==> config.mk <==
export PLATFORM = sky130hd
export DESIGN_NAME = obq_ring_flat
export DESIGN_NICKNAME = d
export VERILOG_FILES = /design/src/rtl/obq_ring_if.sv /design/src/rtl/obq_ring.sv /design/src/flat_wrapper.sv
export SDC_FILE = /design/constraint.sdc
export NUM_CORES = 1
export LEC_CHECK = 0
export BUFFER_PORTS_ARGS = -buffer_cell sky130_fd_sc_hd__buf_2
export CELL_PAD_IN_SITES_DETAIL_PLACEMENT = 0
export CELL_PAD_IN_SITES_GLOBAL_PLACEMENT = 1
export CORE_MARGIN = 4
export CORE_UTILIZATION = 40
export CTS_BUF_LIST = sky130_fd_sc_hd__clkbuf_2
export DETAILED_ROUTE_END_ITERATION = 7
export MAX_ROUTING_LAYER = met4
export PLACE_DENSITY_LB_ADDON = 0.15
export SLEW_MARGIN = 20
export SYNTH_ARGS = -nofsm -noshare
export SYNTH_HDL_FRONTEND = slang
export SYNTH_SLANG_ARGS = --single-unit
==> constraint.sdc <==
create_clock -name clock -period 11.9 [get_ports clock]
set_input_delay 0.595 -clock clock [delete_from_list [all_inputs] [get_ports clock]]
set_output_delay 0.595 -clock clock [all_outputs]
set_load 0.1 [all_outputs]
==> src/rtl/obq_ring_if.sv <==
// rtl/obq_ring_if.sv - fetch/execute/retire request and status bundle for obq_ring
interface obq_ring_if #(
    parameter int DEPTH = 8,
    parameter int BH_W  = 8,
    parameter int TAG_W = $clog2(DEPTH)
);
    logic             alloc_en;
    logic [BH_W-1:0]  alloc_bh;
    logic             alloc_ready;
    logic [TAG_W-1:0] alloc_tag;
    logic             retire_en;
    logic [TAG_W-1:0] retire_tag;
    logic             squash_en;
    logic [TAG_W-1:0] squash_tag;
    logic             pred_valid;
    logic [BH_W-1:0]  pred_bh;
    logic [TAG_W:0]   count;
    logic             full;
    logic             empty;

    modport master (
        output alloc_en, alloc_bh, retire_en, retire_tag, squash_en, squash_tag,
        input  alloc_ready, alloc_tag, pred_valid, pred_bh, count, full, empty
    );

    modport slave (
        input  alloc_en, alloc_bh, retire_en, retire_tag, squash_en, squash_tag,
        output alloc_ready, alloc_tag, pred_valid, pred_bh, count, full, empty
    );
endinterface

==> src/rtl/obq_ring.sv <==
// rtl/obq_ring.sv - circular ordered branch-history queue with head/tail ring pointers
module obq_ring #(
    parameter int DEPTH          = 8,
    parameter int BH_W           = 8,
    parameter int FLIP_ON_SQUASH = 1,
    parameter int TAG_W          = $clog2(DEPTH)
) (
    input  logic      clock,
    input  logic      reset,
    obq_ring_if.slave bus
);
    localparam int CW = TAG_W + 1;

    logic [BH_W-1:0]  entries [DEPTH];
    logic [TAG_W-1:0] head;
    logic [TAG_W-1:0] tail;
    logic [CW-1:0]    count;

    logic [TAG_W-1:0] sq_dist;
    logic [TAG_W-1:0] rt_dist;
    logic             sq_live;
    logic             rt_live;
    logic             alloc_ok;
    logic             is_full;
    logic             is_empty;

    logic [TAG_W-1:0] tail_sq;
    logic [CW-1:0]    count_sq;
    logic [TAG_W-1:0] head_n;
    logic [CW-1:0]    count_rt;
    logic [TAG_W-1:0] tail_n;
    logic [CW-1:0]    count_n;

    // Liveness is the modular distance from head, so it holds across pointer wrap.
    assign sq_dist  = bus.squash_tag - head;
    assign rt_dist  = bus.retire_tag - head;
    assign sq_live  = bus.squash_en && ({1'b0, sq_dist} < count);
    assign rt_live  = bus.retire_en && ({1'b0, rt_dist} < count);

    assign is_full  = (count == CW'(DEPTH));
    assign is_empty = (count == '0);
    assign alloc_ok = bus.alloc_en && !is_full;

    always_comb begin
        tail_sq  = tail;
        count_sq = count;
        if (sq_live) begin
            tail_sq  = bus.squash_tag + TAG_W'(1);
            count_sq = {1'b0, sq_dist} + CW'(1);
        end
    end

    // A retire at or beyond the squash point drains everything the squash left behind.
    always_comb begin
        head_n   = head;
        count_rt = count_sq;
        if (rt_live) begin
            if (sq_live && (rt_dist >= sq_dist)) begin
                head_n   = tail_sq;
                count_rt = '0;
            end else begin
                head_n   = bus.retire_tag + TAG_W'(1);
                count_rt = count_sq - ({1'b0, rt_dist} + CW'(1));
            end
        end
    end

    always_comb begin
        tail_n  = tail_sq;
        count_n = count_rt;
        if (alloc_ok) begin
            tail_n  = tail_sq + TAG_W'(1);
            count_n = count_rt + CW'(1);
        end
    end

    always_ff @(posedge clock) begin
        if (reset) begin
            head  <= '0;
            tail  <= '0;
            count <= '0;
            for (int i = 0; i < DEPTH; i++) begin
                entries[i] <= '0;
            end
        end else begin
            head  <= head_n;
            tail  <= tail_n;
            count <= count_n;
            if (sq_live && (FLIP_ON_SQUASH != 0)) begin
                entries[bus.squash_tag][BH_W-1] <= ~entries[bus.squash_tag][BH_W-1];
            end
            if (alloc_ok) begin
                entries[tail_sq] <= bus.alloc_bh;
            end
        end
    end

    assign bus.alloc_ready = !is_full;
    assign bus.alloc_tag   = tail_sq;
    assign bus.full        = is_full;
    assign bus.empty       = is_empty;
    assign bus.count       = count;
    assign bus.pred_valid  = !is_empty;
    assign bus.pred_bh     = is_empty ? '0 : entries[tail - TAG_W'(1)];
endmodule

==> src/flat_wrapper.sv <==
// flat-port wrapper written by rule: the top's interface ports become plain ports
module obq_ring_flat 
#(
    parameter int DEPTH          = 8,
    parameter int BH_W           = 8,
    parameter int FLIP_ON_SQUASH = 1,
    parameter int TAG_W          = $clog2(DEPTH)
)
  (clock, reset, bus_alloc_en, bus_alloc_bh, bus_retire_en, bus_retire_tag, bus_squash_en, bus_squash_tag, bus_alloc_ready, bus_alloc_tag, bus_pred_valid, bus_pred_bh, bus_count, bus_full, bus_empty);
  obq_ring_if #(.DEPTH(DEPTH), .BH_W(BH_W), .TAG_W(TAG_W)) bus_i ();
  input  logic clock;
  input  logic reset;
  input wire logic [$bits(bus_i.alloc_en)-1:0] bus_alloc_en;
  input wire logic [$bits(bus_i.alloc_bh)-1:0] bus_alloc_bh;
  input wire logic [$bits(bus_i.retire_en)-1:0] bus_retire_en;
  input wire logic [$bits(bus_i.retire_tag)-1:0] bus_retire_tag;
  input wire logic [$bits(bus_i.squash_en)-1:0] bus_squash_en;
  input wire logic [$bits(bus_i.squash_tag)-1:0] bus_squash_tag;
  output wire logic [$bits(bus_i.alloc_ready)-1:0] bus_alloc_ready;
  output wire logic [$bits(bus_i.alloc_tag)-1:0] bus_alloc_tag;
  output wire logic [$bits(bus_i.pred_valid)-1:0] bus_pred_valid;
  output wire logic [$bits(bus_i.pred_bh)-1:0] bus_pred_bh;
  output wire logic [$bits(bus_i.count)-1:0] bus_count;
  output wire logic [$bits(bus_i.full)-1:0] bus_full;
  output wire logic [$bits(bus_i.empty)-1:0] bus_empty;
  assign bus_i.alloc_en = bus_alloc_en;
  assign bus_i.alloc_bh = bus_alloc_bh;
  assign bus_i.retire_en = bus_retire_en;
  assign bus_i.retire_tag = bus_retire_tag;
  assign bus_i.squash_en = bus_squash_en;
  assign bus_i.squash_tag = bus_squash_tag;
  assign bus_alloc_ready = bus_i.alloc_ready;
  assign bus_alloc_tag = bus_i.alloc_tag;
  assign bus_pred_valid = bus_i.pred_valid;
  assign bus_pred_bh = bus_i.pred_bh;
  assign bus_count = bus_i.count;
  assign bus_full = bus_i.full;
  assign bus_empty = bus_i.empty;
  obq_ring #(.DEPTH(DEPTH), .BH_W(BH_W), .FLIP_ON_SQUASH(FLIP_ON_SQUASH), .TAG_W(TAG_W)) u_core (.clock(clock), .reset(reset), .bus(bus_i));
endmodule
* Word level (Yosys, flattened, before mapping) *
Memories as Yosys holds them, arrays and structs flattened.
Cells that the tools add are included.

word-level totals
  register bits = 10
  bits in latches = 0
  memory bits (writable) = 64
  bits in read-only memories = 0
  output and inout bits = 19
  logic and storage cells = 50
  memories = 1

memories
  name            depth  width  rd ports  clocked after Yosys merged registers in  write ports  line            text
  u_core.entries  8      8      2         0                                        8            obq_ring.sv:14  logic [BH_W-1:0] entries [DEPTH];

operators by class
  add/subtract/negate cells = 10
  $mul = 0
  divide/modulo/power cells = 0
  $lt $le $gt $ge = 3
  equal/unequal tests = 1
  shifts and indexed selects = 0
  muxes and demuxes = 22
  bitwise gates (word level) = 1
  reductions and logical operators = 9

operator list
  cell                   count
  $mux W8                3
  $mux W4                4
  $reduce_or A8 Y1       2
  $mux W3                5
  $add A3 B1 Y3 const B  3
  $mux W1                9
  $add A3 B1 Y4 const B  2
  $lt A3 B4 Y1           2
  $sub A3 B3 Y3          2
  $add A4 B1 Y4 const B  1
  $eq A4 B4 Y1 const B   1
  $logic_and A1 B1 Y1    4
  $logic_not A4 Y1       1
  $sub A4 B4 Y4          1
  $ge A3 B3 Y1           1
  $sub A3 B1 Y3 const B  1
  $logic_not A1 Y1       2
  $mux W2                1
  $not A1 Y1             1

* Logic depth before layout (Yosys ltp) *
  word-level depth = 9
  mapped depth = 20
  depth with buffers taken out = 19

* Worst setup path after synthesis *
No wires, ideal clock.

  path kind = register to output
  from = register u_core.count[0] (netlist: u_core.bus.count[0])
  to = output bus_pred_bh[0]
  arrival = 6.248 ns
  required time = 11.305 ns
  slack = 5.057 ns
  stages on the path, launching flop included = 3
  buffers on the path = 0
  path through = dfxtp_1 > nor4_1 > a21oi_1

on the way
  cells in the longest elaborated chain, start to end = 2

RTL lines
  item                    line                text
  start, declared         obq_ring.sv:17      logic [CW-1:0] count;
  start signal, assigned  obq_ring.sv:88      count <= count_n;
  $logic_not A4 Y1        obq_ring.sv:41      assign is_empty = (count == '0);
  named net bus_empty     flat_wrapper.sv:25  output wire logic [$bits(bus_i.empty)-1:0] bus_empty;
  $mux W8                 obq_ring.sv:104     assign bus.pred_bh = is_empty ? '0 : entries[tail - TAG_W'(1)];
  end, declared           flat_wrapper.sv:22  output wire logic [$bits(bus_i.pred_bh)-1:0] bus_pred_bh;

The timed path passes the listed nets, and every way through them passes these cells.

* Worst setup path in the final report *
  from = register u_core.head[0]
  to = output bus_alloc_tag[2]

on the way
  cells in the longest elaborated chain, start to end = 4

RTL lines
  item                    line                text
  start, declared         obq_ring.sv:15      logic [TAG_W-1:0] head;
  start signal, assigned  obq_ring.sv:86      head <= head_n;
  $sub A3 B3 Y3           obq_ring.sv:35      assign sq_dist = bus.squash_tag - head;
  $lt A3 B4 Y1            obq_ring.sv:37      assign sq_live = bus.squash_en && ({1'b0, sq_dist} < count);
  $logic_and A1 B1 Y1     obq_ring.sv:37
  $mux W3                 obq_ring.sv:47      if (sq_live) begin
  end, declared           flat_wrapper.sv:20  output wire logic [$bits(bus_i.alloc_tag)-1:0] bus_alloc_tag;

No other way between the ends.

==> results by group <==
Final layout
  – Share of post-route cells with drive strength above 1: 0.234
  – Commonest non-fill, non-tap cell in the layout: edfxtp_1
  – Finished Cell Area: 4870 sq um
  – # nets final: between 400 and 500
  – Layout area overhead: 9.93%
  – Most frequent cells in the layout: 64 x edfxtp_1, 59 x and2_1, 37 x buf_2
  – ANT cells: 0
  – Final Non-Filler Cells: 550

Clocking
  – H-tree level count: 3
  – CTS Hold Bufs: 0
  – CTS tree: yes
  – Clock slew at reported path FFs: ~0.21 ns
  – Number of gates resized after cts: 0
  – Worst skew pair latency: 0.54 ns
  – Clk buf depth: 2
  – Postcts setup bufs: 0
  – Clk root buf: clkbuf_2
  – Clock sink count: 74
  – CTS Buf Count: 9

Synthesis
  – Mapped Nets: 410
  – Sequential area share after synthesis: 0.479
  – Post-synthesis instance total: roughly 370
  – Synth Area in Simple Gates: 0.181
  – Avg Inst Size Synth: 12.0 sq um
  – Main combinational cell family by area after synthesis: simple AND/OR/NAND/NOR gates
  – Post-synth top flop: edfxtp_1
  – Area share of fa/ha/maj cells after synthesis: 0.0615
  – Netlist area before placement: 4430 sq um
  – Synth unique cells: 57
  – Synth Area in Compound Gates: 0.0999
  – Post-synth EDFFs: 64
  – Fraction of registers with async set/reset: 0
  – XOR/XNOR share of the synthesized area: 0.0327
  – Yosys synthesis warning count: 0
  – Multiplexer share of the synthesized area: 0.109
  – Yosys reg bits: between 70 and 80

STA
  – Final hold vios: 0
  – Final Max Slew Viols: 0
  – Min Tclk post-route: 4.62 ns
  – Tcrit/Tclk final: 0.388
  – Slew @ Worst Pin: 0.848 ns
  – Relative slew margins: 0.433
  – Setup Viol. Count Final: 0
  – Unrepaired setup endpoints after global routing: false
  – Achievable Freq: 217 MHz
  – Final Skew: 0.0331 ns
  – Fin Hold WS: around 0.35 ns
  – Setup_tns: 0 ns

Global route
  – First-pass GRT wire length: ~17000 microns
  – Vias in the first global route: 3077
  – Tot GR Track Use: 0.180
  – Total grt overflow: 0
  – Initial antenna violation count: 0
  – Largest net degree at the start of global routing: 30

Floorplan
  – Die width: between 100 and 150 microns
  – Die Footprint: 12800 sq um
  – I/O Pins: 38
  – Die height: 113 microns
  – Rows: 38
  – Core Area: 10800 sq um
  – Initial core utilization: 0.409

Placed design
  – Hpwl dp: 7700 microns
  – PortBufs: 37
  – DP Cell Count: 535
  – RePlAce Congestion: 0.923
  – Post-DP Area: 4740 sq um

Route
  – Post-route ant nets: 0
  – Pre-Repair DR Iteration Count: 4
  – Residual DRC: 0
  – Routed Wire Length: ~11000 microns
  – Vias per cell: 5.31
  – WL per Instance: 19.3 microns
  – Via count: roughly 3000
  – Initial drt markers: 144

Setup path
  – RR Startpoint: u_core.head[0]$_SDFFE_PP0P_
  – Critical path arrival: 4.02 ns
  – Data required time of the worst path: 11.31 ns
  – Reg2Reg Setup Slack: 7.66 ns
  – CP startpoint: u_core.head[0]$_SDFFE_PP0P_
  – CP max FO: 12
  – Critical Path End Type: output pin
  – Reg-to-reg endpoint: u_core.bus.count[1]$_SDFF_PP0_
  – Startpoint Class: register
  – Worst r2r path cells: 17
  – CP Class: register to output pin
  – Crit path to: bus_alloc_tag[2]

Run
  – Maxcap violations: 0

Worst hold path
  – Hold crit path type: input port to register

Outcome
  – Outcome: finished, final reports clean
[Yosys cell counts (3+ instances only)]
| cell type | n | area share |
|---|---|---|
| xnor2_1 | 7 | 0.014 |
| fa_1 | 3 | 0.014 |
| nor2_1 | 14 | 0.012 |
| inv_1 | 23 | 0.019 |
| mux2i_1 | 4 | 0.0090 |
| buf_2 | 5 | 0.0056 |
| a21oi_1 | 15 | 0.017 |
| or2_2 | 8 | 0.011 |
| nand2_1 | 30 | 0.025 |
| nor3_1 | 3 | 0.0034 |
| clkbuf_1 | 6 | 0.0051 |
| and2_1 | 59 | 0.083 |
| nand2_2 | 3 | 0.0042 |
| nor2b_1 | 5 | 0.0071 |
| a211o_1 | 8 | 0.016 |
| a22o_1 | 3 | 0.0059 |
| o21ai_0 | 3 | 0.0034 |
| xor2_1 | 7 | 0.014 |
| nand3_1 | 5 | 0.0056 |
| edfxtp_1 | 64 | 0.43 |
| a32o_1 | 4 | 0.0090 |
| a2bb2oi_1 | 3 | 0.0059 |
| ha_1 | 17 | 0.048 |
| mux4_2 | 18 | 0.091 |
| dfxtp_1 | 10 | 0.045 |
[sequential cells by signal, indices dropped and copies added, names as in the netlist]
register,flops
u_core.entries,64
u_core.bus.count,4
u_core.tail,3
u_core.head,3
[worst min path at each step]
stage / start / endpoint / slack [ns] / depth (start not counted)
floorplan: u_core.head[1]$_SDFFE_PP0P_ / u_core.head[1]$_SDFFE_PP0P_ / 0.43 / 2
global placement: u_core.head[1]$_SDFFE_PP0P_ / u_core.head[1]$_SDFFE_PP0P_ / 0.44 / 2
detailed placement: u_core.head[1]$_SDFFE_PP0P_ / u_core.head[1]$_SDFFE_PP0P_ / 0.45 / 2
CTS: bus_alloc_en / u_core.tail[1]$_SDFF_PP0_ / 0.33 / 3
global route: bus_alloc_en / u_core.tail[1]$_SDFF_PP0_ / 0.33 / 3
finish: bus_alloc_en / u_core.tail[1]$_SDFF_PP0_ / 0.35 / 3
[metal layers]
layer,routed length [microns],global-route usage,vias up
li1,-,-,1415
met4,238,0.0625,0
met1,4720,0.222,1427
met2,5280,0.297,64
met3,390,0.0358,16
met5,0,-,-
[logic make-up after synthesis]
group,after synthesis
simple gates,142
flops,74
compound gates,56
buf+inv,39
mux,25
fa+ha+maj,20
xor+xnor,15
[cell type report]
cell class                 count  area (sq um)
clock buffer                   9          45.0
clock inverter                 6          82.6
fill                        1053          5970
inverter                      24          90.1
multi-input combinational    258          2160
sequential                    74          2120
tap                          140           175
timing repair buffer          39           200
[worst max-delay path, stage by stage (launching register included)]
cell and delay (ns):
dfxtp_1 0.41, ha_1 0.16, inv_1 0.05, fa_1 0.38
xnor3_1 0.43, ha_1 0.35, o21bai_1 0.12, a2bb2oi_1 0.67
nor2_1 0.10, a21oi_1 0.30, buf_2 0.50
[stage by stage]
stage	setup slack [ns]	utilization
3_3_place_gp	7.25	0.437
3_5_place_dp	7.17	0.437
4_1_cts	7.27	0.449
5_1_grt	6.96	0.450
2_1_floorplan	5.06	-
6_report	7.28	0.450
Power is not shown: default switching activity piles up to over one toggle a cycle in this logic, so the estimate is an artifact.
